## config.mk

```make
export PLATFORM = sky130hd
export DESIGN_NAME = timer_counter
export DESIGN_NICKNAME = d
export VERILOG_FILES = /design/src/rtl/timer_counter.sv
export SDC_FILE = /design/constraint.sdc
export NUM_CORES = 1
export LEC_CHECK = 0
export ABC_AREA = 1
export BUFFER_PORTS_ARGS = -buffer_cell sky130_fd_sc_hd__buf_2
export CAP_MARGIN = 20
export CORE_UTILIZATION = 52
export DETAILED_ROUTE_END_ITERATION = 10
export MAX_ROUTING_LAYER = met4
export PLACE_DENSITY = 0.83
export SYNTH_ARGS = -nofsm -noshare
export SYNTH_HDL_FRONTEND = slang
export SYNTH_SLANG_ARGS = --single-unit
```

## constraint.sdc

```tcl
create_clock -name clk -period 1.7 [get_ports clk]
set_input_delay 0.34 -clock clk [delete_from_list [all_inputs] [get_ports clk]]
set_output_delay 0.34 -clock clk [all_outputs]
set_load 0.05 [all_outputs]
```

## src/rtl/timer_counter.sv

```systemverilog
// timer_counter: memory-mapped programmable down-counter timer with one-shot and auto-reload modes.
// Latency: register writes land at the clk edge; dout is combinational from addr; irq is registered.
// Backpressure: none -- single-cycle bus port, every access completes in the cycle it is presented.
//
// Ports:
//   clk   - system clock, rising edge
//   reset - asynchronous active-low reset (0 = reset)
//   addr  - word select: 0 CTRL, 1 PRESET, 2 COUNT (read-only), 3 reserved (reads 0)
//   we    - write enable, sampled on rising clk
//   din   - write data
//   dout  - read data for the selected word
//   irq   - interrupt request (pending & CTRL.IM)
`timescale 1ns/1ps
module timer_counter #(
  parameter int DW = 32
) (
  input  logic          clk,
  input  logic          reset,
  input  logic [1:0]    addr,
  input  logic          we,
  input  logic [DW-1:0] din,
  output logic [DW-1:0] dout,
  output logic          irq
);

  typedef enum logic [1:0] {
    S_IDLE = 2'd0,
    S_LOAD = 2'd1,
    S_CNT  = 2'd2,
    S_INT  = 2'd3
  } state_t;

  localparam logic [DW-1:0] ONE = {{(DW-1){1'b0}}, 1'b1};

  state_t        state, state_nxt;
  logic [DW-1:0] count, count_nxt;
  logic [DW-1:0] preset;
  logic          en, im;
  logic [1:0]    mode;
  logic          irq_pending;

  logic          ctrl_wr, preset_wr;
  logic          en_eff;
  logic          auto_eff;
  logic          set_pend;
  logic          hw_en_clr;

  assign ctrl_wr   = we && (addr == 2'd0);
  assign preset_wr = we && (addr == 2'd1);

  // The FSM sees a CTRL write in the same cycle it is presented, so enabling
  // from IDLE and disabling from CNT both act at the write edge itself.
  assign en_eff   = ctrl_wr ? din[0] : en;
  assign auto_eff = ctrl_wr ? (din[2:1] == 2'b01) : (mode == 2'b01);

  always_comb begin
    state_nxt = state;
    count_nxt = count;
    set_pend  = 1'b0;
    hw_en_clr = 1'b0;
    case (state)
      S_IDLE: begin
        if (en_eff) state_nxt = S_LOAD;
      end
      S_LOAD: begin
        count_nxt = preset;
        state_nxt = S_CNT;
      end
      S_CNT: begin
        if (!en_eff) begin
          state_nxt = S_IDLE;
        end else if (count <= ONE) begin
          // PRESET=0 lands here too, so the counter never wraps.
          count_nxt = '0;
          state_nxt = S_INT;
        end else begin
          count_nxt = count - ONE;
        end
      end
      S_INT: begin
        set_pend = 1'b1;
        if (auto_eff) begin
          state_nxt = S_LOAD;
        end else begin
          hw_en_clr = 1'b1;
          state_nxt = S_IDLE;
        end
      end
      default: state_nxt = S_IDLE;
    endcase
  end

  always_ff @(posedge clk or negedge reset) begin
    if (!reset) begin
      state <= S_IDLE;
      count <= '0;
    end else begin
      state <= state_nxt;
      count <= count_nxt;
    end
  end

  always_ff @(posedge clk or negedge reset) begin
    if (!reset) begin
      en     <= 1'b0;
      mode   <= 2'b00;
      im     <= 1'b0;
      preset <= '0;
    end else begin
      if (ctrl_wr) begin
        // Hardware EN clear at the end of a one-shot beats a simultaneous write.
        en   <= din[0] & ~hw_en_clr;
        mode <= din[2:1];
        im   <= din[3];
      end else if (hw_en_clr) begin
        en <= 1'b0;
      end
      if (preset_wr) preset <= din;
    end
  end

  // Set beats a same-cycle CTRL write; the LOAD clear turns auto-reload
  // interrupts into a one-cycle pulse.
  always_ff @(posedge clk or negedge reset) begin
    if (!reset) begin
      irq_pending <= 1'b0;
    end else if (set_pend) begin
      irq_pending <= 1'b1;
    end else if (ctrl_wr || (state == S_LOAD)) begin
      irq_pending <= 1'b0;
    end
  end

  always_comb begin
    dout = '0;
    case (addr)
      2'd0:    dout = {{(DW-4){1'b0}}, im, mode, en};
      2'd1:    dout = preset;
      2'd2:    dout = count;
      default: dout = '0;
    endcase
  end

  assign irq = irq_pending & im;

endmodule

```

==> results of run 1 <==
==> stage by stage <==
stage	TNS [ns]	utilization (%)	instance area (um2)	hold WS, ns	setup slack (ns)
after global placement	-12.82	67.3	5560	0.403	-0.459
final	-0.00507	74.7	6170	-0.00996	-0.00507
after global routing	-0.886	74.7	6170	0.0266	-0.0552
after CTS	0	70.6	5830	0.0163	0.00387
after detailed placement	-14.34	67.3	5560	0.400	-0.486
after floorplan	-0.513	-	4560	0.0444	-0.0604
==> worst max-delay path, stage by stage (launching register included) <==
cell      delay, ns
dfrtp_1        0.37
buf_4          0.15
inv_1          0.07
o221ai_2       0.22
buf_6          0.19
==> what timing repair did <==
action | 4_1_cts | 5_1_grt
setup buffers | 7 | 5
pin swaps | 3 | 8
cloned | 1 | 2
endpoints found under the setup margin | 40 | 62
hold endpoints to repair | 0 | 0
resized for setup | 13 | 91
==> placed cells by master, fill, tap and decap left out, drive strengths merged, types with 6 or more instances in the layout <==
master  count
nand3      33
nor2       90
buf       144
dfrtp      71
o21ai      75
mux2       29
xor2       10
clkbuf     25
nand4       6
nand2     141
inv        52
a21oi      35
==> Yosys cell counts (5+ instances only) <==
master / n
nand3_1: 20
nand4_1: 6
buf_2: 6
nand3_2: 13
buf_6: 6
nand2_2: 6
o21ai_0: 69
inv_1: 52
mux2_1: 5
mux2_2: 24
nand2_4: 7
a21oi_2: 13
clkbuf_1: 6
o21ai_1: 5
a21oi_1: 20
nor2_1: 79
dfrtp_1: 71
nand2_1: 128
nor2_2: 5
nor2_4: 6
xor2_1: 10
==> layer usage <==
metal | up-vias | GRT usage (%) | routed length (um)
li1 | 2168 | - | -
met2 | 308 | 54.5 | 7090
met5 | - | - | 0
met1 | 2230 | 36.8 | 5410
met3 | 80 | 6.28 | 1250
met4 | 0 | 18.3 | 680
==> registers in the layout (all words and copies together), names as in the netlist <==
signal       flops
mode             2
preset          32
count           32
irq_pending      1
en               1
state            2
im               1
==> cell families after synthesis <==
family,Yosys count,synth area share (%)
XOR/XNOR,10,1.95
AND/OR/NAND/NOR,272,28.3
buffers and inverters,73,7.29
adder cells (fa/ha/maj),2,0.558
multiplexers,29,7.29
flip-flops,71,39.7
AO/OA/AOI/OAI,116,14.9
==> power by group through the flow <==
stage / combinational, W / sequential (W) / clock, W
6_report: 0.00604 / 0.00272 / 0.00124
5_1_grt: 0.00648 / 0.00276 / 0.00132
4_1_cts: 0.00541 / 0.00267 / 0.00124
3_5_place_dp: 0.00517 / 0.00269 / 0
3_3_place_gp: 0.00497 / 0.00266 / 0
2_1_floorplan: 0.00316 / 0.00276 / 0
==> how the worst max path moves through the flow <==
| stage | slack [ns] | endpoint | depth (start not counted) |
|---|---|---|---|
| 2_1_floorplan | -0.06 | dout[30] | 4 |
| 3_3_place_gp | -0.46 | count[22] | 9 |
| 3_5_place_dp | -0.49 | count[22] | 9 |
| 4_1_cts | 0.004 | dout[8] | 7 |
| 5_1_grt | -0.06 | dout[0] | 4 |
| 6_report | -0.005 | dout[2] | 4 |
==> layout make-up <==
cell class | instances | area (um2)
fillers | 568 | 2090
repair buffers | 156 | 1290
well taps | 105 | 131
inverters | 52 | 214
multi-input cells | 430 | 2590
clock inverters | 1 | 5.00
clock buffers | 13 | 159
flip-flops and latches | 71 | 1780
==> reports/qor.yml, run 1 <==
worst_setup_path:
  setup.worst_path.end_class: "output port"
  r2r-end: "count[26]"
  critPathLaunch: "count[2]"
  path_class: "reg2out"
  cp_data_required_time_ns: 1.36
  crit_fanout: 4
  r2r_cells: 11
  cp.arrival_ns: 1.37
  r2r_slack_ns: 0.01
  r2r_start: "count[0]"
  cp-start-kind: "flop"
clock_network:
  clockBufferDepth: 2
  cts_tree: "done"
  hold_buffers: 0
  clk_pin_slew_ns: 0.08
  root_buffer: "clkbuf_8"
  clock_latency_ns: 0.36
  cts_sinks: 71
  cts_max_level: 3
  cts_made_buffers: 9
yosys:
  synth_top_area_share_pct: 39.7
  ys_ff_latch: 71
  synth.largest_area_cell: "dfrtp_1"
  syn_avg_cell_area_um2: 7.82
  synthesis.area_um2: 4480
  syn_inst: 573
  ys.flop_type: "dfrtp_1"
  synth_edf_count: 0
  seq_area_frac_synth_pct: 39.7
  yosysWarnings: 0
  synth.area.top_cells: "dfrtp_1 (40%), nand2_1 (11%), o21ai_0 (7.7%)"
  yosys.cell_types.count: 31
  synthArstFlopShare_pct: 100
  synth_fp_nets: 612
route:
  drtIter0Drc: 362
  drc_errors: 0
  dr.pass1.iters: 5
  vias: 4786
  vias_per_cell: 5.78
  wl_per_cell_um: 17.4
  final_antenna_net_count: 0
  finalWirelength_um: 14400
floorplan:
  ioPinCount: 70
  design.die.area_um2: 8990
  start_util_pct: 54.3
  fp.dieW_um: 94.8
  coreArea_um2: 8260
  die_h_um: 94.8
  row_count: 33
sta:
  final-setup-viol-count: 1
  rsz0062_at_grt: "true"
  maxSlewViolCount: 0
  period_share_pct: 100
  clock_skew_ns: 0.0101
  setup_slack_ns: -0.00507
  max_freq_mhz: 586
  final-hold-violation-count: 14
  relSlewSlack_pct: 72.9
  holdWs_ns: -0.00996
  final.min_clock_period_ns: 1.71
  worst_pin_slew_ns: 0.406
pwr:
  cellLeakagePower_nw: 2.87
  p_int_w: 0.00533
  ir_drop_mv: 0.736
  pwr-share-clk_pct: 12.4
  power_frac_comb_pct: 60.4
  power.total_w: 0.0100
  p_switching_w: 0.00467
  swShare_pct: 46.7
  p_per_area_nw_per_um2: 1620
  p_seq_share_pct: 27.2
layout:
  drive_gt1_share_pct: 41.5
  antenna_cells: 0
  layout.cells.non_filler: 828
  areaGrowthSynthToFinish_pct: 37.6
  layout.nets: 759
global_route:
  antenna_found_initial: 0
  grt_pass1_wl_um: 21800
  grt_pass1_vias: 4787
  grt.overflow.total: 0
  track_usage_pct: 32.7
  grt_max_degree: 72
placement:
  placed_cells: 799
  gp_congestion: 0.959
  hpwl_um: 9020
  io_buffer_count: 69
status:
  violations: "negative hold slack, negative setup slack"
  status: "finished, violations left"
run:
  drv_cap: 0
hold_path:
  hold_class: "in2async"
No activity file was read; power rests on OpenSTA's default activity.
==> run 2, diff against run 1 <==
- CORE_MARGIN: unset -> 1.5
- PLACE_DENSITY: 0.83 -> 0.77
==> reports/qor.yml, run 2 (synthesized netlist as in run 1, its figures left out) <==
clock_network:
  cts_tree: "done"
  clk_pin_slew_ns: 0.08  # about the same
  clockBufferDepth: 2  # unchanged
  root_buffer: "clkbuf_8"
  clock_latency_ns: 0.36  # about the same
  cts_max_level: 3  # unchanged
  cts_made_buffers: 9  # unchanged
  hold_buffers: 0  # unchanged
  cts_sinks: 71  # unchanged
sta:
  clock_skew_ns: 0.00922  # -0.000862 ns
  final-hold-violation-count: 3  # -11
  setup_slack_ns: -0.0667  # -0.0617 ns
  holdWs_ns: -0.00398  # +0.00598 ns
  maxSlewViolCount: 0  # unchanged
  relSlewSlack_pct: 72.3  # -0.64 points
  rsz0062_at_grt: "true"
  final.min_clock_period_ns: 1.77  # +0.0617 ns
  final-setup-viol-count: 32  # +31
  period_share_pct: 104  # +3.6 points
  max_freq_mhz: 566  # -3.5%
  worst_pin_slew_ns: 0.411  # +0.00530 ns
pwr:
  ir_drop_mv: 0.734  # -0.35%
  p_switching_w: 0.00453  # -2.9%
  power_frac_comb_pct: 54.4  # -6.0 points
  swShare_pct: 47.5  # +0.75 points
  cellLeakagePower_nw: 2.67  # -6.7%
  power.total_w: 0.00955  # -4.5%
  p_int_w: 0.00502  # -5.8%
  p_per_area_nw_per_um2: 1630  # +0.27%
  pwr-share-clk_pct: 14.6  # +2.2 points
  p_seq_share_pct: 31.0  # +3.8 points
worst_setup_path:
  path_common_cell: "nand2_2"
  crit_fanout: 6  # +2
  slowest_delay_ns: 0.41  # +0.04 ns
  crit_buf_inv: 4  # +1
  setup.worst_path.end_class: "flop"
  cp_data_required_time_ns: 1.99  # +0.63 ns
  crit_chain: "inv_2 > buf_6 > ha_4 > nand2_2 > nor2_2 > nand2_2 > nand2_4 > a21oi_4 > buf_12 > clkbuf_16 > nand2_1 > a21oi_2"
  r2r-end: "count[20]"
  cpLargestDelayFamily: "buffers and inverters"
  r2r_slack_ns: -0.07  # -0.08 ns
  r2r_cells: 12  # +1
  r2r_start: "count[1]"
  cp-start-kind: "flop"
  slowest_stage: "dfrtp_1"
  cp.arrival_ns: 2.06  # +0.69 ns
  path_class: "reg2reg"
layout:
  areaGrowthSynthToFinish_pct: 31.1
  antenna_cells: 0  # unchanged
  n_fill_cell: 638  # +12%
  design_area_um2: 5880  # -4.7%
  layout.nets: 712  # -6.2%
  final_common_cell: "nand2_1"
  layout.cells.most_common_list: "nand2_1 (116), dfrtp_1 (70), nor2_1 (68)"
  top_regs: "count x32, preset x32"
  drive_gt1_share_pct: 39.2  # -2.3 points
floorplan:
  row_count: 33  # unchanged
  ioPinCount: 70  # unchanged
  start_util_pct: 54.0  # -0.27 points
  fp.dieW_um: 95.8  # +1.1%
  die_h_um: 95.8  # +1.1%
  coreArea_um2: 8300  # +0.50%
  design.die.area_um2: 9180  # +2.1%
hold_path:
  hold_class: "in2async"
placement:
  io_buffer_count: 69  # unchanged
  gp_congestion: 0.913  # -4.8%
  place_ws_ns: -0.00911  # +0.477 ns
  post_dp_cell_area_um2: 5230  # -5.9%
  hpwl_um: 8630  # -4.3%
route:
  wl_per_cell_um: 16.4  # -5.6%
  vias_per_cell: 5.61  # -2.9%
  finalWirelength_um: 12900  # -11%
  drtIter0Drc: 248  # -31%
  final_antenna_net_count: 0  # unchanged
  vias: 4393  # -8.2%
  dr.pass1.iters: 5  # unchanged
  drc_errors: 0  # unchanged
global_route:
  grt.overflow.total: 0  # unchanged
  grt_pass1_wl_um: 20000  # -8.5%
  antenna_found_initial: 0  # unchanged
  grt_max_degree: 72  # unchanged
  grt_pass1_vias: 4252  # -11%
  track_usage_pct: 29.0  # -3.7 points
status:
  status: "finished, violations left"
  violations: "negative hold slack, negative setup slack"
run:
  drv_cap: 0  # unchanged
[run 2: area by class of cell]
cell class	count	area, um2	share of cell area [%]
Clock inverter	6	60.1	1.02
Timing Repair Buffer	110	915	15.6
Sequential cell	71	1780	30.3
Tap cell	105	131	2.24
Clock buffer	10	138	2.34
Multi-Input combinational cell	429	2640	45.0
Inverter	52	211	3.60
[run 2: metal layers]
metal | vias up | track usage (%) | wire, um
li1 | 2069 | - | -
met3 | 25 | 5.37 | 661
met1 | 2155 | 35.4 | 5460
met4 | 0 | 10.4 | 249
met2 | 144 | 48.1 | 6500
met5 | - | - | 0
[run 2: how the worst max path moves through the flow]
| stage | startpoint | to | slack [ns] | cells after the start |
|---|---|---|---|---|
| 6_report | count[1] | count[20] | -0.07 | 12 |
| 5_1_grt | count[5] | count[23] | -0.13 | 8 |
| 4_1_cts | count[1] | count[25] | -0.02 | 11 |
| 3_5_place_dp | count[1] | count[30] | -0.009 | 10 |
| 3_3_place_gp | addr[0] | dout[1] | 0.05 | 7 |
| 2_1_floorplan | addr[0] | dout[30] | -0.06 | 4 |
[run 2: power by group through the flow]
stage	Clock, W	Sequential (W)	Combinational (W)
2_1_floorplan	0	0.00276	0.00316
3_3_place_gp	0	0.00289	0.00421
3_5_place_dp	0	0.00291	0.00434
4_1_cts	0.00139	0.00289	0.00437
5_1_grt	0.00148	0.00303	0.00565
6_report	0.00140	0.00296	0.00519
[run 2: worst register-to-register path: cells and delay by family, from the launching register on]
family          cells  cell delay [ns]
compound gates      2             0.28
simple gates        5             0.34
fa+ha+maj           1             0.15
flops               1             0.41
buf+inv             4             0.53
[run 2: stage by stage]
stage	cells	utilization (%)	hold WS [ns]	TNS, ns
floorplan	573	-	0.0444	-0.513
finish	783	70.8	-0.00398	-1.12
global route	783	70.8	0.0334	-3.60
CTS	773	65.5	0.0237	-0.0172
global placement	757	63.0	0.403	0
detailed placement	757	63.0	0.401	-0.0170
[run 2: what timing repair did]
action,CTS,global route
setup buffers,0,7
gates cloned,0,3
setup endpoints to repair,6,63
resized for setup,4,111
pin swaps,1,17
==> run 3, diff against run 2 <==
- CELL_PAD_IN_SITES_DETAIL_PLACEMENT: unset -> 1
- CELL_PAD_IN_SITES_GLOBAL_PLACEMENT: unset -> 2
- CORE_UTILIZATION: 52 -> 30
- PLACE_DENSITY: 0.77 -> unset
- PLACE_DENSITY_LB_ADDON: unset -> 0.1
==> reports/qor.yml, run 3 (synthesized netlist as in run 1, its figures left out) <==
sta:
  final-hold-violation-count: 0  # -3
  tns_ns: -0.494  # +0.624 ns
  rsz0062_at_grt: "true"
  max_freq_mhz: 573  # +1.2%
  clock_skew_ns: 0.00858  # -0.000641 ns
  setup_slack_ns: -0.0450  # +0.0218 ns
  final-setup-viol-count: 30  # -6.3%
  relSlewSlack_pct: 71.3  # -1.0 points
  period_share_pct: 103  # -1.3 points
  holdWs_ns: 0.0144  # +0.0184 ns
  worst_pin_slew_ns: 0.431  # +0.0196 ns
  final.min_clock_period_ns: 1.74  # -0.0218 ns
  maxSlewViolCount: 0  # unchanged
global_route:
  grt_pass1_vias: 4572  # +7.5%
  grt_max_degree: 72  # unchanged
  grt.overflow.total: 0  # unchanged
  grt_pass1_wl_um: 24400  # +22%
  track_usage_pct: 20.4  # -8.6 points
  antenna_found_initial: 0  # unchanged
layout:
  areaGrowthSynthToFinish_pct: 41.4
  final_common_cell: "nand2_1"
  design_area_um2: 6330  # +7.8%
  layout.nets: 739  # +3.8%
  antenna_cells: 0  # unchanged
  n_fill_cell: 1769  # +180%
  seqCellArea_um2: 1780  # +0.28%
  top_regs: "count x32, preset x32"
  layout.cells.non_filler: 889  # +14%
  layout.cells.most_common_list: "nand2_1 (109), nor2_1 (69), dfrtp_1 (66)"
  fin_util_pct: 43.6  # -27 points
  drive_gt1_share_pct: 43.5  # +4.3 points
  multi_input_area_um2: 2690  # +1.8%
worst_setup_path:
  critPathCapture: "count[11]"
  cp.arrival_ns: 2.02  # -0.04 ns
  critPathLaunch: "count[1]"
  r2r_cells: 12  # unchanged
  r2r_slack_ns: -0.04  # +0.02 ns
  setup.worst_path.end_class: "flop"
  r2r-end: "count[11]"
  cp-start-kind: "flop"
  r2r_start: "count[1]"
  path_class: "reg2reg"
  cp_data_required_time_ns: 1.97  # -0.02 ns
  crit_fanout: 8  # +2
floorplan:
  design.die.area_um2: 15700  # +71%
  ioPinCount: 70  # unchanged
  die_h_um: 125  # +31%
  row_count: 44  # +33%
  fp.dieW_um: 125  # +31%
  coreArea_um2: 14500  # +75%
  start_util_pct: 30.8  # -23 points
route:
  vias: 4381  # -0.27%
  wl_per_cell_um: 17.5  # +6.4%
  vias_per_cell: 4.93  # -12%
  drtIter0Drc: 152  # -39%
  final_antenna_net_count: 0  # unchanged
  drc_errors: 0  # unchanged
  dr.pass1.iters: 6  # +1
  finalWirelength_um: 15600  # +21%
clock_network:
  cts_sinks: 71  # unchanged
  clockBufferDepth: 2  # unchanged
  cts_tree: "done"
  clk_pin_slew_ns: 0.06  # -0.02 ns
  clock_latency_ns: 0.35  # about the same
  hold_buffers: 0  # unchanged
  cts_made_buffers: 9  # unchanged
  root_buffer: "clkbuf_16"
  cts_max_level: 3  # unchanged
status:
  status: "finished, violations left"
  violations: "negative setup slack"
run:
  drv_cap: 0  # unchanged
pwr:
  cellLeakagePower_nw: 2.86  # +7.1%
  ir_drop_mv: 0.586  # -20%
  p_per_area_nw_per_um2: 1660  # +2.0%
placement:
  io_buffer_count: 69  # unchanged
  placed_cells: 856  # +13%
  gp_congestion: 0.831  # -9.0%
  post_dp_cell_area_um2: 5490  # +5.0%
  hpwl_um: 11300  # +30%
hold_path:
  hold_class: "in2async"
==> run 3: worst min path at each step <==
stage	start	end	slack, ns	cells past startpoint
final	reset	preset[17]	0.01	2
after floorplan	reset	count[0]	0.04	0
after CTS	reset	preset[17]	0.04	2
after global routing	reset	preset[17]	0.05	2
after detailed placement	reset	preset[19]	0.42	2
after global placement	reset	preset[17]	0.42	2
==> run 3: through the flow <==
step,total power [W],worst slack [ns]
after floorplan,0.00592,-0.0604
after global placement,0.00760,-0.0607
after detailed placement,0.00772,-0.0772
after CTS,0.00989,-0.0207
after global routing,0.0112,-0.123
final,0.0105,-0.0450
==> run 3: where the power goes <==
part	internal, W	total (W)	switching [W]
registers	0.00231	0.00297	0.000663
logic	0.00230	0.00573	0.00342
clock network	0.00102	0.00181	0.000786
total	0.00563	0.0105	0.00487
==> run 3: layer usage <==
layer	share of wire [%]	wire length, um	GRT usage [%]
met5	0	0	-
met4	1.8	280	7.02
met3	2.5	390	2.91
met1	45	6960	25.5
met2	51	7920	33.9
==> run 3: layout make-up <==
cell class | instances | area share, %
Tap cell | 184 | 3.63
Timing Repair Buffer | 137 | 18.0
Inverter | 52 | 3.38
Multi-Input combinational cell | 429 | 42.5
Sequential cell | 71 | 28.2
Clock buffer | 10 | 3.77
Clock inverter | 6 | 0.573
==> run 3: worst max-delay path, stage by stage, from the launching register on <==
cell,delay [ns]
dfrtp_1,0.40
inv_2,0.08
buf_6,0.13
ha_4,0.15
nand2_2,0.06
nor2_2,0.04
nand2_2,0.08
nand2_4,0.05
a21oi_4,0.16
buf_12,0.16
clkbuf_16,0.17
nand2_4,0.05
a21oi_2,0.14
==> run 3: timing repair <==
item	in CTS	in global routing
buffers inserted	7	7
cloned	1	2
pin swaps	3	26
setup endpoints to repair	46	58
resized for setup	31	91
